`config.mk`:
```
export PLATFORM = sky130hd
export DESIGN_NAME = clock_switch_seq
export DESIGN_NICKNAME = d
export VERILOG_FILES = /design/src/rtl/clksw_pkg.sv /design/src/rtl/clksw_down_counter.sv /design/src/rtl/clock_switch_seq.sv
export SDC_FILE = /design/constraint.sdc
export NUM_CORES = 1
export LEC_CHECK = 0
export BUFFER_PORTS_ARGS = -buffer_cell sky130_fd_sc_hd__buf_2
export CAP_MARGIN = 15
export CORE_MARGIN = 8
export CORE_UTILIZATION = 46
export DETAILED_ROUTE_END_ITERATION = 7
export GPL_TIMING_DRIVEN = 0
export PLACE_DENSITY = 0.62
export SETUP_SLACK_MARGIN = 0.4
export SLEW_MARGIN = 20
export SYNTH_ARGS = -nofsm -noshare
export SYNTH_HDL_FRONTEND = slang
export SYNTH_SLANG_ARGS = --single-unit
export TNS_END_PERCENT = 10
```
`constraint.sdc`:
```
create_clock -name clk -period 6.1 [get_ports clk]
set_input_delay 1.22 -clock clk [delete_from_list [all_inputs] [get_ports clk]]
set_output_delay 1.22 -clock clk [all_outputs]
set_load 0.1 [all_outputs]
```
`src/rtl/clksw_pkg.sv`:
```
// Shared definitions for the clock-switch sequencer: FSM states, reserved codes
// and the supported-format table checked when CLKSW_CODE_CHECK_EN is defined.
package clksw_pkg;

  typedef enum logic [2:0] {
    IDLE   = 3'd0,
    MUTE   = 3'd1,
    GATE   = 3'd2,
    LOAD   = 3'd3,
    SETTLE = 3'd4,
    DONE   = 3'd5
  } clksw_state_e;

  localparam logic [7:0] CLKSW_CODE_STOP = 8'hFF;
  localparam logic [7:0] CLKSW_CODE_DSD  = 8'h80;

  localparam int CLKSW_NUM_CODES = 20;
  localparam logic [7:0] CLKSW_SUPPORTED [CLKSW_NUM_CODES] = '{
    8'h00, 8'h20, 8'h40, 8'h04, 8'h24, 8'h44, 8'h01, 8'h21, 8'h41, 8'h02,
    8'h22, 8'h42, 8'h03, 8'h23, 8'h43, 8'h05, 8'h25, 8'h45,
    CLKSW_CODE_DSD, CLKSW_CODE_STOP
  };

  function automatic logic clksw_code_valid(input logic [7:0] code);
    logic ok;
    ok = 1'b0;
    for (int i = 0; i < CLKSW_NUM_CODES; i++) begin
      if (CLKSW_SUPPORTED[i] == code) ok = 1'b1;
    end
    return ok;
  endfunction

endpackage

```
`src/rtl/clksw_down_counter.sv`:
```
// Loadable down-counter shared by the mute, gap and settle waits; saturates at 0.
module clksw_down_counter #(
  parameter int CNT_W = 12
) (
  input  logic             clk,
  input  logic             rst,
  input  logic             load,
  input  logic [CNT_W-1:0] load_val,
  input  logic             dec,
  output logic             zero
);

  logic [CNT_W-1:0] cnt;

  // NOTE: sequential state uses non-blocking assignments so every register
  // samples pre-edge values regardless of block ordering.
  always_ff @(posedge clk or posedge rst) begin
    if (rst) begin
      cnt <= '0;
    end else if (load) begin
      cnt <= load_val;
    end else if (dec && cnt != '0) begin
      cnt <= cnt - 1'b1;
    end
  end

  assign zero = (cnt == '0);

endmodule

```
`src/rtl/clock_switch_seq.sv`:
```
// Format-change sequencer: mute, park selector on stop code, load new code, settle, unmute.
// Optional macro CLKSW_CODE_CHECK_EN rejects unsupported codes with fmt_err.
module clock_switch_seq
  import clksw_pkg::*;
#(
  parameter int MUTE_CYCLES   = 256,
  parameter int GAP_CYCLES    = 16,
  parameter int SETTLE_CYCLES = 1024,
  parameter int CNT_W         = 12
) (
  input  logic       clk,
  input  logic       rst,
  input  logic       fmt_req,
  input  logic [7:0] fmt_code,
  output logic       fmt_ack,
  output logic       fmt_err,
  output logic       busy,
  output logic       mute,
  output logic [7:0] sel_code,
  output logic       sel_load,
  output logic [7:0] cur_fmt
);

  clksw_state_e     state;
  logic [7:0]       req_code;
  logic             cnt_load;
  logic             cnt_dec;
  logic             cnt_zero;
  logic [CNT_W-1:0] cnt_val;

  clksw_down_counter #(.CNT_W(CNT_W)) u_cnt (
    .clk      (clk),
    .rst      (rst),
    .load     (cnt_load),
    .load_val (cnt_val),
    .dec      (cnt_dec),
    .zero     (cnt_zero)
  );

  // Counter is loaded with N-1 as each timed state is entered.
  // NOTE: every signal written here gets a default first so no latch is inferred.
  always_comb begin
    cnt_load = 1'b0;
    cnt_val  = '0;
    cnt_dec  = 1'b0;
    unique case (state)
      IDLE: begin
        cnt_load = fmt_req;
        cnt_val  = CNT_W'(MUTE_CYCLES - 1);
      end
      MUTE: begin
        cnt_load = cnt_zero;
        cnt_val  = CNT_W'(GAP_CYCLES - 1);
        cnt_dec  = !cnt_zero;
      end
      GATE:   cnt_dec = !cnt_zero;
      LOAD: begin
        cnt_load = 1'b1;
        cnt_val  = CNT_W'(SETTLE_CYCLES - 1);
      end
      SETTLE: cnt_dec = !cnt_zero;
      default: ;
    endcase
  end

  always_ff @(posedge clk or posedge rst) begin
    if (rst) begin
      state    <= IDLE;
      req_code <= CLKSW_CODE_STOP;
      sel_code <= CLKSW_CODE_STOP;
      sel_load <= 1'b0;
      mute     <= 1'b1;
      busy     <= 1'b0;
      fmt_ack  <= 1'b0;
      cur_fmt  <= CLKSW_CODE_STOP;
`ifdef CLKSW_CODE_CHECK_EN
      fmt_err  <= 1'b0;
`endif
    end else begin
      sel_load <= 1'b0;
      fmt_ack  <= 1'b0;
`ifdef CLKSW_CODE_CHECK_EN
      fmt_err  <= 1'b0;
`endif
      unique case (state)
        IDLE: begin
          if (fmt_req) begin
            req_code <= fmt_code;
            busy     <= 1'b1;
`ifdef CLKSW_CODE_CHECK_EN
            if (!clksw_code_valid(fmt_code)) begin
              state   <= DONE;
              fmt_ack <= 1'b1;
              fmt_err <= 1'b1;
            end else
`endif
            if (fmt_code == cur_fmt && cur_fmt != CLKSW_CODE_STOP) begin
              state   <= DONE;
              fmt_ack <= 1'b1;
            end else begin
              state <= MUTE;
              mute  <= 1'b1;
            end
          end
        end
        MUTE: begin
          if (cnt_zero) begin
            state    <= GATE;
            sel_code <= CLKSW_CODE_STOP;
            sel_load <= 1'b1;
          end
        end
        GATE: begin
          if (cnt_zero) begin
            if (req_code == CLKSW_CODE_STOP) begin
              state   <= DONE;
              fmt_ack <= 1'b1;
              cur_fmt <= req_code;
            end else begin
              state    <= LOAD;
              sel_code <= req_code;
              sel_load <= 1'b1;
            end
          end
        end
        LOAD: state <= SETTLE;
        SETTLE: begin
          if (cnt_zero) begin
            state   <= DONE;
            fmt_ack <= 1'b1;
            cur_fmt <= req_code;
            mute    <= 1'b0;
          end
        end
        DONE: begin
          state <= IDLE;
          busy  <= 1'b0;
        end
        default: state <= IDLE;
      endcase
    end
  end

`ifndef CLKSW_CODE_CHECK_EN
  assign fmt_err = 1'b0;
`endif

endmodule

```
== Word-level counts from Yosys, hierarchy flattened ==
Index checks and enable logic that the tools add are counted.

* Add/subtract/negate cells: 1
* Equality and inequality tests: 15
* Muxes and demuxes: 35
* Reductions and logical operators: 18

{| class="wikitable"
|+ Operators with widths
! operator !! count
|-
| $mux W8 || 6
|-
| $pmux W8 S2 || 2
|-
| $pmux W10 S3 || 1
|-
| $mux W12 || 2
|-
| $mux W3 || 6
|-
| $reduce_and A4 Y1 || 4
|-
| $pmux W3 S5 || 1
|-
| $ne A2 B2 Y1 const B || 7
|-
| $logic_not A12 Y1 || 1
|-
| $mux W1 || 12
|-
| $reduce_bool A12 Y1 || 1
|-
| $sub A12 B1 Y12 const B || 1
|-
| $reduce_bool A2 Y1 || 5
|-
| $eq A8 B8 Y1 || 1
|-
| $eq A8 B8 Y1 const B || 1
|-
| $ne A8 B8 Y1 const B || 1
|-
| $eq A3 B2 Y1 const B || 2
|-
| $eq A3 B3 Y1 const B || 2
|-
| $pmux W1 S2 || 3
|-
| $pmux W1 S3 || 2
|-
| $reduce_and A2 Y1 || 2
|-
| $eq A3 B1 Y1 const B || 1
|-
| $logic_not A3 Y1 || 1
|-
| $reduce_or A3 Y1 || 1
|-
| 2 further kinds || 3
|}

* Flip-flop bits (word level): 43
* Output and inout bits: 21
* Logic and storage cells: 78

== Longest topological paths before layout ==
Gate-level depths: netlist of the first run.

* Depth in word-level cells: 6
* Gate-level depth with buffers: 8
* Gate-level depth less buffers: 6

== By module ==
From an unflattened synthesis of the first run, not the netlist that was laid out.

* Cells, all modules: 215
* Area, all modules: 2328.5 um^2

{| class="wikitable"
|+ Modules (own cells, without submodules)
! module !! times used !! cells each !! area each (um^2)
|-
| clock_switch_seq || 1 || 133 || 1536.5
|-
| clksw_down_counter || 1 || 82 || 792.0
|}

== Worst setup path after synthesis of the first run ==
OpenSTA, ideal clock, no wires.

* Path type: input to register
* Start point: input port fmt_req
* End point: register u_cnt.cnt[10]
* Arrival: 2.529 ns
* Setup slack: 3.446 ns
* Cell stages on the path: 5
* Path buffers: 1
* Cell sequence: or4b_2 clkbuf_1 nand2_1 nor3b_1 mux2_2

* Cells in the longest elaborated chain, start to end: 2

{| class="wikitable"
|+ Ends and longest elaborated chain
! item !! RTL line !! text
|-
| start: declaration || clock_switch_seq.sv:13 || <nowiki>input logic fmt_req,</nowiki>
|-
| $pmux W1 S3 (*) || clock_switch_seq.sv:46 || <nowiki>unique case (state)</nowiki>
|-
| $mux W12 or $reduce_bool A2 Y1 (tied branches) || -- ||
|-
| end signal: assignment || clksw_down_counter.sv:21 || <nowiki>cnt <= load_val;</nowiki>
|-
| end signal: assignment || clksw_down_counter.sv:23 || <nowiki>cnt <= cnt - 1'b1;</nowiki>
|-
| end: declaration || clksw_down_counter.sv:13 || <nowiki>logic [CNT_W-1:0] cnt;</nowiki>
|}

Mark *: on every way between the ends. The rest lies on a longest branch, timed or not.
A chain may end at the register's enable or synchronous reset.

== Worst setup path in the final report of the first run ==
Same ends and word-level chain as after synthesis.

==> results of run 1 <==
[cells by family (layout without fill, tap and decap cells)]
group	after synthesis	after routing	synth area share
compound gates	30	30	0.0945
xor+xnor	8	8	0.0310
fa+ha+maj	2	2	0.0111
buf+inv	26	65	0.0503
flops	43	43	0.489
mux	21	21	0.0978
other cells	1	1	0.00166
simple gates	95	95	0.224
[worst max-delay path: stages]
cell	delay [ns]
buf_2	0.11
or4b_2	0.58
clkbuf_1	0.28
nand2_1	0.35
nor3b_1	0.10
mux2_2	0.28
[area by class of cell]
| cell class | count | area [um2] |
|---|---|---|
| Timing Repair Buffer | 31 | 170 |
| Inverter | 15 | 56.3 |
| Multi-Input combinational cell | 157 | 1040 |
| Fill cell | 434 | 2120 |
| Tap cell | 67 | 83.8 |
| Clock inverter | 2 | 11.3 |
| Clock buffer | 6 | 72.6 |
| Sequential cell | 43 | 1110 |
| Buffer | 11 | 57.6 |
[how the worst min path moves through the flow]
stage / from / end / slack (ns)
global placement: sel_code[0]$_DFFE_PP1P_ / sel_code[0]$_DFFE_PP1P_ / 0.45
finish: sel_code[2]$_DFFE_PP1P_ / sel_code[2]$_DFFE_PP1P_ / 0.47
CTS: sel_code[7]$_DFFE_PP1P_ / sel_code[7]$_DFFE_PP1P_ / 0.47
floorplan: req_code[2]$_DFFE_PP1P_ / req_code[2]$_DFFE_PP1P_ / 0.45
global route: sel_code[2]$_DFFE_PP1P_ / sel_code[2]$_DFFE_PP1P_ / 0.48
detailed placement: sel_code[7]$_DFFE_PP1P_ / sel_code[7]$_DFFE_PP1P_ / 0.45
[state kept, by name, indices dropped and copies added (netlist names)]
signal / cells
cur_fmt: 8
u_cnt.cnt: 12
fmt_ack: 1
sel_code: 8
busy: 1
state: 3
mute: 1
sel_load: 1
req_code: 8
[per-stage QoR]
step / total power [mW] / setup slack (ns) / cells / instance area [um2] / utilization
2_1_floorplan: 0.503 / 3.45 / 226 / 2260 / -
3_3_place_gp: 0.546 / 3.05 / 323 / 2500 / 0.529
3_5_place_dp: 0.551 / 3.05 / 324 / 2520 / 0.533
4_1_cts: 0.732 / 3.36 / 332 / 2600 / 0.551
5_1_grt: 0.769 / 3.25 / 332 / 2600 / 0.551
6_report: 0.723 / 3.36 / 332 / 2600 / 0.551
[routing by layer]
metal  routed length, um  track usage  up-vias
met2                2440        0.238       37
met4                 100       0.0589        0
met3                 160       0.0382       11
met1                2320        0.183      851
li1                    -            -      884
met5                   0            0        -
[Yosys cell counts (2+ instances only)]
master / n / area share
or4_1: 3 / 0.0099
buf_4: 2 / 0.0066
nor3_1: 9 / 0.020
inv_1: 15 / 0.025
nand3_1: 7 / 0.015
nor2_1: 19 / 0.032
a21oi_1: 5 / 0.011
o21ai_0: 5 / 0.011
xnor2_1: 3 / 0.012
or3b_2: 3 / 0.012
dfrtp_1: 18 / 0.20
dfstp_2: 25 / 0.29
nand3b_1: 2 / 0.0066
clkbuf_1: 7 / 0.012
o21bai_1: 2 / 0.0066
mux2_2: 9 / 0.045
nor4b_1: 2 / 0.0077
or3_1: 2 / 0.0055
nand2_1: 27 / 0.045
mux2i_1: 12 / 0.053
o21a_1: 3 / 0.0099
nand4_1: 8 / 0.022
o31ai_1: 2 / 0.0066
nor4_1: 4 / 0.011
nor3b_1: 2 / 0.0066
ha_1: 2 / 0.011
xor2_1: 5 / 0.019
[power by group]
group / switching (mW) / internal, mW / total (mW)
Clock: 0.0965 / 0.0804 / 0.177
Combinational: 0.0853 / 0.0605 / 0.146
Sequential: 0.0529 / 0.347 / 0.400
==> metrics.csv, run 1 <==
metric;value;unit
CTS resizes;0;
synthesized flop and latch total;43;
unrepaired setup endpoints after global routing;false;
Max Buffers Root-to-Sink;2;
I/O Pins;32;
Final #Nets;277;
Placeable Area;4720;um2
critical path class;in2reg;
Worst Hold Depth;2;
Final min period;2.74;ns
Post-Synthesis Cell Area;2260;um2
Die W;86.1;um
R2R depth;6;
global-route wire length before repair;8710;um
max-slew violation count;0;
# setup viols final;0;
row cnt;25;
yosys warns;0;
Post-Synthesis Cells;226;
share of layout cells above drive strength 1;0.321;
full die area;7420;um2
via/cell ratio;5.37;
period utilization;0.449;
post-route ant nets;0;
sequential area share after synthesis;0.489;
Hold Fails Final Rpt;0;
worst-margin pin slew;0.881;ns
CP arrival;2.92;ns
final WL;5020;um
Leak;1.13;nW
number of buffers created by CTS;5;
port buffer count;30;
Slew HR;0.409;
Worst Skew;0.00317;ns
Area Overhead vs Synth;14.9;%
R2R Path End;cur_fmt[3]$_DFFE_PP1P_;
Max-cap violations;0;
drt first-iter violations;53;
CTS tree;built;
clk slew on worst S/H paths;0.08;ns
H-tree depth;2;
startpoint types;input pin;
post-DR wirelength/cell;15.1;um
P per Cell Area;278;nW/um2
Worst setup startpoint;fmt_req;
maximum VDD drop;0.164;mV
asr flop ratio synth;1.00;
via count;1783;
setup tns final;0;ns
Remaining Overflow, GRT;0;
class of the worst hold path;reg2reg;
status;completed;
most common cell after layout, fill and taps aside;buf_2;
clock root buffer;clkbuf_8;
hold buffers post-CTS;0;
reg2reg start;u_cnt.cnt[0]$_DFFE_PP0P_;
DR DRC count;0;
DRT Pass-1 Iters;6;
Worst Path Max Fanout;10;
gr usage total;0.148;
Max Clock Freq;365;MHz
initial antenna violation count;0;
end point of the critical path;u_cnt.cnt[10]$_DFFE_PP0P_;
Synth Flop Type;dfstp_2;
post-CTS setup buffer count;0;
flop2flop setup slack;3.57;ns
Final HPWL DP;3690;um
vias in the first global route;1826;
average size of a mapped cell;10.0;um2
Die Ht;86.1;um
starting density of the core;0.479;
pin count of the biggest net entering global routing;33;
Antenna Cells;0;
commonest non-fill, non-tap cells in the layout;buf_2, nand2_1, dfstp_2, nor2_1, dfrtp_1;
Netlist cell types;50;
RePlAce Congestion;0.785;
CP endpoint kind;flip-flop;
Synth Net Count;239;
CP required;6.28;ns
EDFF count, synth;0;
clock latency on the worst-skew pair;0.29;ns
Sink Count;43;
Fin Hold WS;0.465;ns
(Power assumes the default switching activity.)
==> run 2: changes to the inputs <==
--- a/config.mk
+++ b/config.mk
@@ -5,13 +5,14 @@
 export SDC_FILE = /design/constraint.sdc
 export NUM_CORES = 1
 export LEC_CHECK = 0
+export ABC_AREA = 1
 export BUFFER_PORTS_ARGS = -buffer_cell sky130_fd_sc_hd__buf_2
 export CAP_MARGIN = 15
 export CORE_MARGIN = 8
 export CORE_UTILIZATION = 46
 export DETAILED_ROUTE_END_ITERATION = 7
 export GPL_TIMING_DRIVEN = 0
-export PLACE_DENSITY = 0.62
+export PLACE_DENSITY = 0.64
 export SETUP_SLACK_MARGIN = 0.4
 export SLEW_MARGIN = 20
 export SYNTH_ARGS = -nofsm -noshare
==> constraint.sdc (replaced) <==
create_clock -name clk -period 2.3 [get_ports clk]
set_input_delay 0.46 -clock clk [delete_from_list [all_inputs] [get_ports clk]]
set_output_delay 0.46 -clock clk [all_outputs]
set_load 0.1 [all_outputs]
==> run 2 against run 1 <==
  * Sequential share of layout area is 3.2 points lower
  * Clock skew is 0.0073 ns higher
  * Utilization hardly changed
  * First-iteration DRC count is 120% higher
  * Final area is 8.2% higher
  * Combinational power grew to 8.4 times the previous value
  * Critical endpoint is now cur_fmt[7]
  * Largest cell class is now multi-input gates
  * Highest routed layer unchanged
==> metrics.csv, run 2 <==
metric;value;unit;change
status;completed;;
post-route ant nets;0;;unchanged
Post-Synthesis Cells;308;;+36%
Worst path max stage delay;0.58;ns;about the same
Hold Fails Final Rpt;0;;unchanged
Remaining Overflow, GRT;0;;unchanged
Placeable Area;5110;um2;+8.1%
P per Cell Area;1060;nW/um2;+280%
Die W;88.9;um;+3.2%
Synth Net Count;321;;+34%
share of the synthesized area in the top cell type;0.269;;-0.0214
sequential area share after synthesis;0.453;;-0.0361
Buf/Inv on CP;1;;-1
average size of a mapped cell;7.93;um2;-21%
setup tns final;0;ns;unchanged
period utilization;0.774;;
CTS tree;built;;
vias in the first global route;1956;;+7.1%
Sink Count;43;;unchanged
Antenna Cells;0;;unchanged
commonest non-fill, non-tap cells in the layout;nand2_1, inv_1, nor2_1, buf_2, dfstp_2;;
footprint of the multi-input gates;1140;um2;+9.4%
DRT Pass-1 Iters;4;;-2
Final HPWL DP;4020;um;+8.8%
Pwr Total;2.97;mW;+310%
Max-cap violations;0;;unchanged
synth cell count leaders;nand2_1, inv_1, nor2_1;;
leading area contributor after synthesis;dfstp_2;;
Leak;1.40;nW;+24%
drt first-iter violations;118;;+120%
via/cell ratio;4.72;;-12%
critical path class;reg2out;;
fill count;498;;+15%
hold buffers post-CTS;0;;unchanged
post-DR wirelength/cell;12.5;um;-18%
clock latency on the worst-skew pair;0.30;ns;about the same
port buffer count;30;;unchanged
share of layout cells above drive strength 1;0.322;;+0.00108
FF/Latch Area;1110;um2;unchanged
final WL;5210;um;+3.7%
Worst path slowest cell;dfstp_2;;
Netlist cell types;29;;-42%
RePlAce Congestion;0.861;;+9.7%
Worst Skew;0.0104;ns;+0.00726 ns
yosys warns;0;;unchanged
CP arrival;1.32;ns;-1.60 ns
top cells by area, synth;dfstp_2, dfrtp_1, nand2_1;;
unrepaired setup endpoints after global routing;false;;
CP endpoint kind;output port;;
Max Clock Freq;561;MHz;
# setup viols final;0;;unchanged
startpoint types;flip-flop;;
max-slew violation count;0;;unchanged
Final min period;1.78;ns;
CP required;1.84;ns;-4.44 ns
most common cell after layout, fill and taps aside;nand2_1;;
DR DRC count;0;;unchanged
EDFF count, synth;0;;unchanged
final cell count without fillers;418;;+26%
gr usage total;0.149;;+0.00122
Final #Nets;360;;+30%
synthesized flop and latch total;43;;unchanged
Largest register FFs;12;;unchanged
maximum VDD drop;0.396;mV;+140%
clk slew on worst S/H paths;0.09;ns;about the same
Post-Synthesis Cell Area;2440;um2;+8.0%
via count;1973;;+11%
H-tree depth;2;;unchanged
dpl cells;409;;+26%
full die area;7900;um2;+6.5%
Worst Path Max Fanout;5;;-5
largest register by flop count;u_cnt.cnt;;
row cnt;26;;+4.0%
asr flop ratio synth;1.00;;unchanged
Area Overhead vs Synth;15.2;%;
Synth Flop Type;dfstp_2;;
clock root buffer;clkbuf_8;;
Die Ht;88.9;um;+3.2%
worst-path cell chain;buf_2;;
Crit path max-delay family;flip-flops;;
class of the worst hold path;in2async;;
I/O Pins;32;;unchanged
most frequent cell after synthesis;nand2_1;;
Max Buffers Root-to-Sink;2;;unchanged
starting density of the core;0.478;;-0.000763
pin count of the biggest net entering global routing;32;;-3.0%
global-route wire length before repair;9180;um;+5.5%
initial antenna violation count;0;;unchanged
number of buffers created by CTS;5;;unchanged
[run 2: cell types whose count changed after synthesis, sizes merged, moves of 5 or more]
cell | previous run | this run
nor3 | 9 | 4
nand2 | 27 | 98
nor4 | 5 | 0
o21ai | 6 | 33
mux2i | 12 | 0
nand4 | 8 | 3
inv | 15 | 42
clkbuf | 7 | 1
mux2 | 9 | 0
nand3 | 7 | 23
nor2 | 19 | 38
[run 2: final cells by class]
cell class                 count  area share
multi-input combinational    219       0.405
clock inverter                 1     0.00222
buffer                         4      0.0120
inverter                      42      0.0587
sequential                    43       0.394
tap                           70      0.0311
timing repair buffer          32      0.0631
clock buffer                   7      0.0342
[run 2: kinds of logic after synthesis]
logic type,share of synthesized area
compound gates,0.110
simple gates,0.319
fa+ha+maj,0.0102
xor+xnor,0.0251
buf+inv,0.0814
other cells,0.00153
flops,0.453
[run 2: metal layers]
metal / up-vias / GRT usage / wire (um)
li1: 1049 / - / -
met1: 890 / 0.202 / 2730
met2: 28 / 0.222 / 2210
met3: 6 / 0.0344 / 182
met4: 0 / 0.0568 / 77
met5: - / 0 / 0
[run 2: where the power goes]
part | leakage, nW | switching, mW | internal [mW]
logic | 0.870 | 0.873 | 0.342
registers | 0.479 | 0.182 | 1.04
clock network | 0.0548 | 0.263 | 0.274
total | 1.40 | 1.32 | 1.65
[run 2: what timing repair did]
item                                    in CTS  in global routing
endpoints found under the setup margin       0                  1
gates resized for setup                      0                  1
buffers inserted                             0                  1
[run 2: path summary, 6_finish.rpt]
path	start	to	slack [ns]	cells after the start
max in group asynchronous	rst	sel_code[6]$_DFFE_PP1P_	1.67	3
min in group clk	fmt_code[0]	req_code[0]$_DFFE_PP1P_	0.40	3
worst max register to register	u_cnt.cnt[0]$_DFFE_PP0P_	u_cnt.cnt[6]$_DFFE_PP0P_	0.64	8
worst max-delay path	cur_fmt[7]$_DFFE_PP1P_	cur_fmt[7]	0.52	1
worst min register to register	sel_code[7]$_DFFE_PP1P_	sel_code[7]$_DFFE_PP1P_	0.48	2
worst min-delay path	rst	u_cnt.cnt[0]$_DFFE_PP0P_	0.10	2
[run 2: metrics by stage]
step,cell area [um2],hold slack (ns),util,worst slack [ns]
after CTS,2800,0.101,0.549,0.510
after detailed placement,2700,0.430,0.529,0.627
after global routing,2810,0.109,0.551,0.401
after floorplan,2440,0.472,-,0.695
final,2810,0.100,0.551,0.519
after global placement,2680,0.468,0.525,0.253
==> run 3: changes to the inputs <==
--- a/config.mk
+++ b/config.mk
@@ -12,7 +12,7 @@
 export CORE_UTILIZATION = 46
 export DETAILED_ROUTE_END_ITERATION = 7
 export GPL_TIMING_DRIVEN = 0
-export PLACE_DENSITY = 0.64
+export PLACE_DENSITY = 0.62
 export SETUP_SLACK_MARGIN = 0.4
 export SLEW_MARGIN = 20
 export SYNTH_ARGS = -nofsm -noshare
==> constraint.sdc (replaced) <==
create_clock -name clk -period 1.9 [get_ports clk]
set_input_delay 0.38 -clock clk [delete_from_list [all_inputs] [get_ports clk]]
set_output_delay 0.38 -clock clk [all_outputs]
set_load 0.1 [all_outputs]
==> run 3 against run 2 <==
  * Hold slack got worse by 0.029 ns
  * Sequential cell count did not move
  * First-iteration DRC count fell by 17%
  * Power rose by 37%
  * Critical path type unchanged
==> metrics.csv, run 3 (same netlist as run 2, synthesis figures left out) <==
metric;value;unit;change
global-route wire length before repair;9760;um;+6.2%
setup tns final;0;ns;unchanged
Die W;88.9;um;unchanged
number of buffers created by CTS;5;;unchanged
via/cell ratio;4.88;;+3.4%
RePlAce Congestion;0.825;;-4.1%
Worst path max stage delay;0.58;ns;about the same
Worst path slowest cell;dfstp_2;;
CTS tree;built;;
# setup viols final;0;;unchanged
Buf/Inv on CP;1;;unchanged
share of layout cells above drive strength 1;0.435;;+0.113
status;completed;;
clock root buffer;clkbuf_8;;
clock latency on the worst-skew pair;0.29;ns;about the same
DR DRC count;0;;unchanged
fill count;443;;-11%
final WL;5960;um;+15%
final worst setup slack;0.337;ns;-0.182 ns
post-route ant nets;0;;unchanged
reg2reg start;u_cnt.cnt[6]$_DFFE_PP0P_;;
gr usage total;0.161;;+0.0121
Area Overhead vs Synth;32.8;%;
full die area;7900;um2;unchanged
most common cell after layout, fill and taps aside;nand2_1;;
period utilization;0.823;;
Antenna Cells;0;;unchanged
Die Ht;88.9;um;unchanged
startpoint types;flip-flop;;
drt first-iter violations;98;;-17%
maximum VDD drop;0.586;mV;+48%
Remaining Overflow, GRT;0;;unchanged
post-DR wirelength/cell;13.6;um;+9.3%
Final Core Density;0.635;;+0.0843
max-slew violation count;0;;unchanged
Hold Fails Final Rpt;0;;unchanged
clk slew on worst S/H paths;0.09;ns;about the same
Worst Skew;0.00972;ns;-0.000713 ns
Worst setup startpoint;cur_fmt[1]$_DFFE_PP1P_;;
Final min period;1.56;ns;
DRT Pass-1 Iters;4;;unchanged
CP required;1.52;ns;-0.32 ns
initial antenna violation count;0;;unchanged
critical path class;reg2out;;
Placeable Area;5110;um2;unchanged
Leak;1.55;nW;+11%
CP arrival;1.18;ns;-0.14 ns
Largest register FFs;12;;unchanged
worst-path cell chain;buf_4;;
footprint of the multi-input gates;1260;um2;+11%
class of the worst hold path;in2async;;
vias in the first global route;2048;;+4.7%
Final HPWL DP;4220;um;+5.0%
port buffer count;30;;unchanged
Max-cap violations;0;;unchanged
via count;2137;;+8.3%
starting density of the core;0.478;;unchanged
unrepaired setup endpoints after global routing;true;;
I/O Pins;32;;unchanged
Sink Count;43;;unchanged
pin count of the biggest net entering global routing;28;;-13%
hold buffers post-CTS;0;;unchanged
largest register by flop count;u_cnt.cnt;;
Final #Nets;380;;+5.6%
final cell count without fillers;438;;+4.8%
Max Buffers Root-to-Sink;2;;unchanged
Worst Path Max Fanout;4;;-1
Pwr Total;4.06;mW;+37%
H-tree depth;2;;unchanged
row cnt;26;;unchanged
CP endpoint kind;output port;;
dpl cells;409;;unchanged
DP Worst Slack;0.197;ns;-0.429 ns
Max Clock Freq;640;MHz;
P per Cell Area;1250;nW/um2;+19%
Crit path max-delay family;flip-flops;;
commonest non-fill, non-tap cells in the layout;nand2_1, inv_1, buf_4, nor2_1, dfstp_2;;
FF/Latch Area;1130;um2;+1.9%
## run 3: cell types whose count changed in the layout (fill, tap and decap cells not counted), moves of 4 or more
cell	before	now
nand2_1	89	82
dfrtp_2	0	5
nor2_1	33	27
inv_2	6	11
inv_1	34	29
dfstp_4	0	4
nor2_4	1	9
buf_2	30	13
buf_12	1	5
buf_4	2	29
dfrtp_1	18	13
dfstp_2	25	21
nand2_2	5	11
## run 3: cell type report
| class | instances | share of cell area |
|---|---|---|
| inverter | 42 | 0.0517 |
| sequential | 43 | 0.348 |
| buffer | 4 | 0.0147 |
| clock buffer | 8 | 0.0312 |
| tap | 70 | 0.0270 |
| timing repair buffer | 51 | 0.135 |
| multi-input combinational | 219 | 0.390 |
| timing repair inverter | 1 | 0.00270 |
## run 3: per-layer routing
layer | wire [um] | track usage | vias up
li1 | - | - | 1093
met1 | 2810 | 0.214 | 1001
met2 | 2800 | 0.247 | 39
met3 | 304 | 0.0418 | 4
met4 | 52 | 0.0492 | 0
met5 | 0 | 0 | -
## run 3: power by group
part	leakage (nW)	total (mW)	switching [mW]	internal [mW]
sequential	0.477	1.53	0.268	1.26
combinational	1.03	1.88	1.25	0.635
clock	0.0506	0.652	0.312	0.341
## run 3: path summary, 6_finish.rpt
check / endpoint / depth (start not counted) / slack (ns)
setup / recovery: cur_fmt[1] / 1 / 0.34
hold / removal: u_cnt.cnt[11]$_DFFE_PP0P_ / 2 / 0.07
setup reg to reg: sel_code[7]$_DFFE_PP1P_ / 8 / 0.37
hold reg to reg: mute$_DFFE_PP1P_ / 2 / 0.47
max in group asynchronous: sel_code[1]$_DFFE_PP1P_ / 3 / 1.28
min in group clk: req_code[4]$_DFFE_PP1P_ / 3 / 0.33
## run 3: through the flow
| stage | area [um2] | hold WS (ns) |
|---|---|---|
| finish | 3240 | 0.0711 |
| global route | 3240 | 0.0883 |
| CTS | 3030 | 0.0711 |
| detailed placement | 2720 | 0.393 |
| global placement | 2700 | 0.458 |
| floorplan | 2460 | 0.472 |
## run 3: repair_timing
action	4_1_cts	5_1_grt
resized for setup	43	35
cloned	1	2
setup buffers	9	9
setup endpoints to repair	51	57
pin swaps	7	13
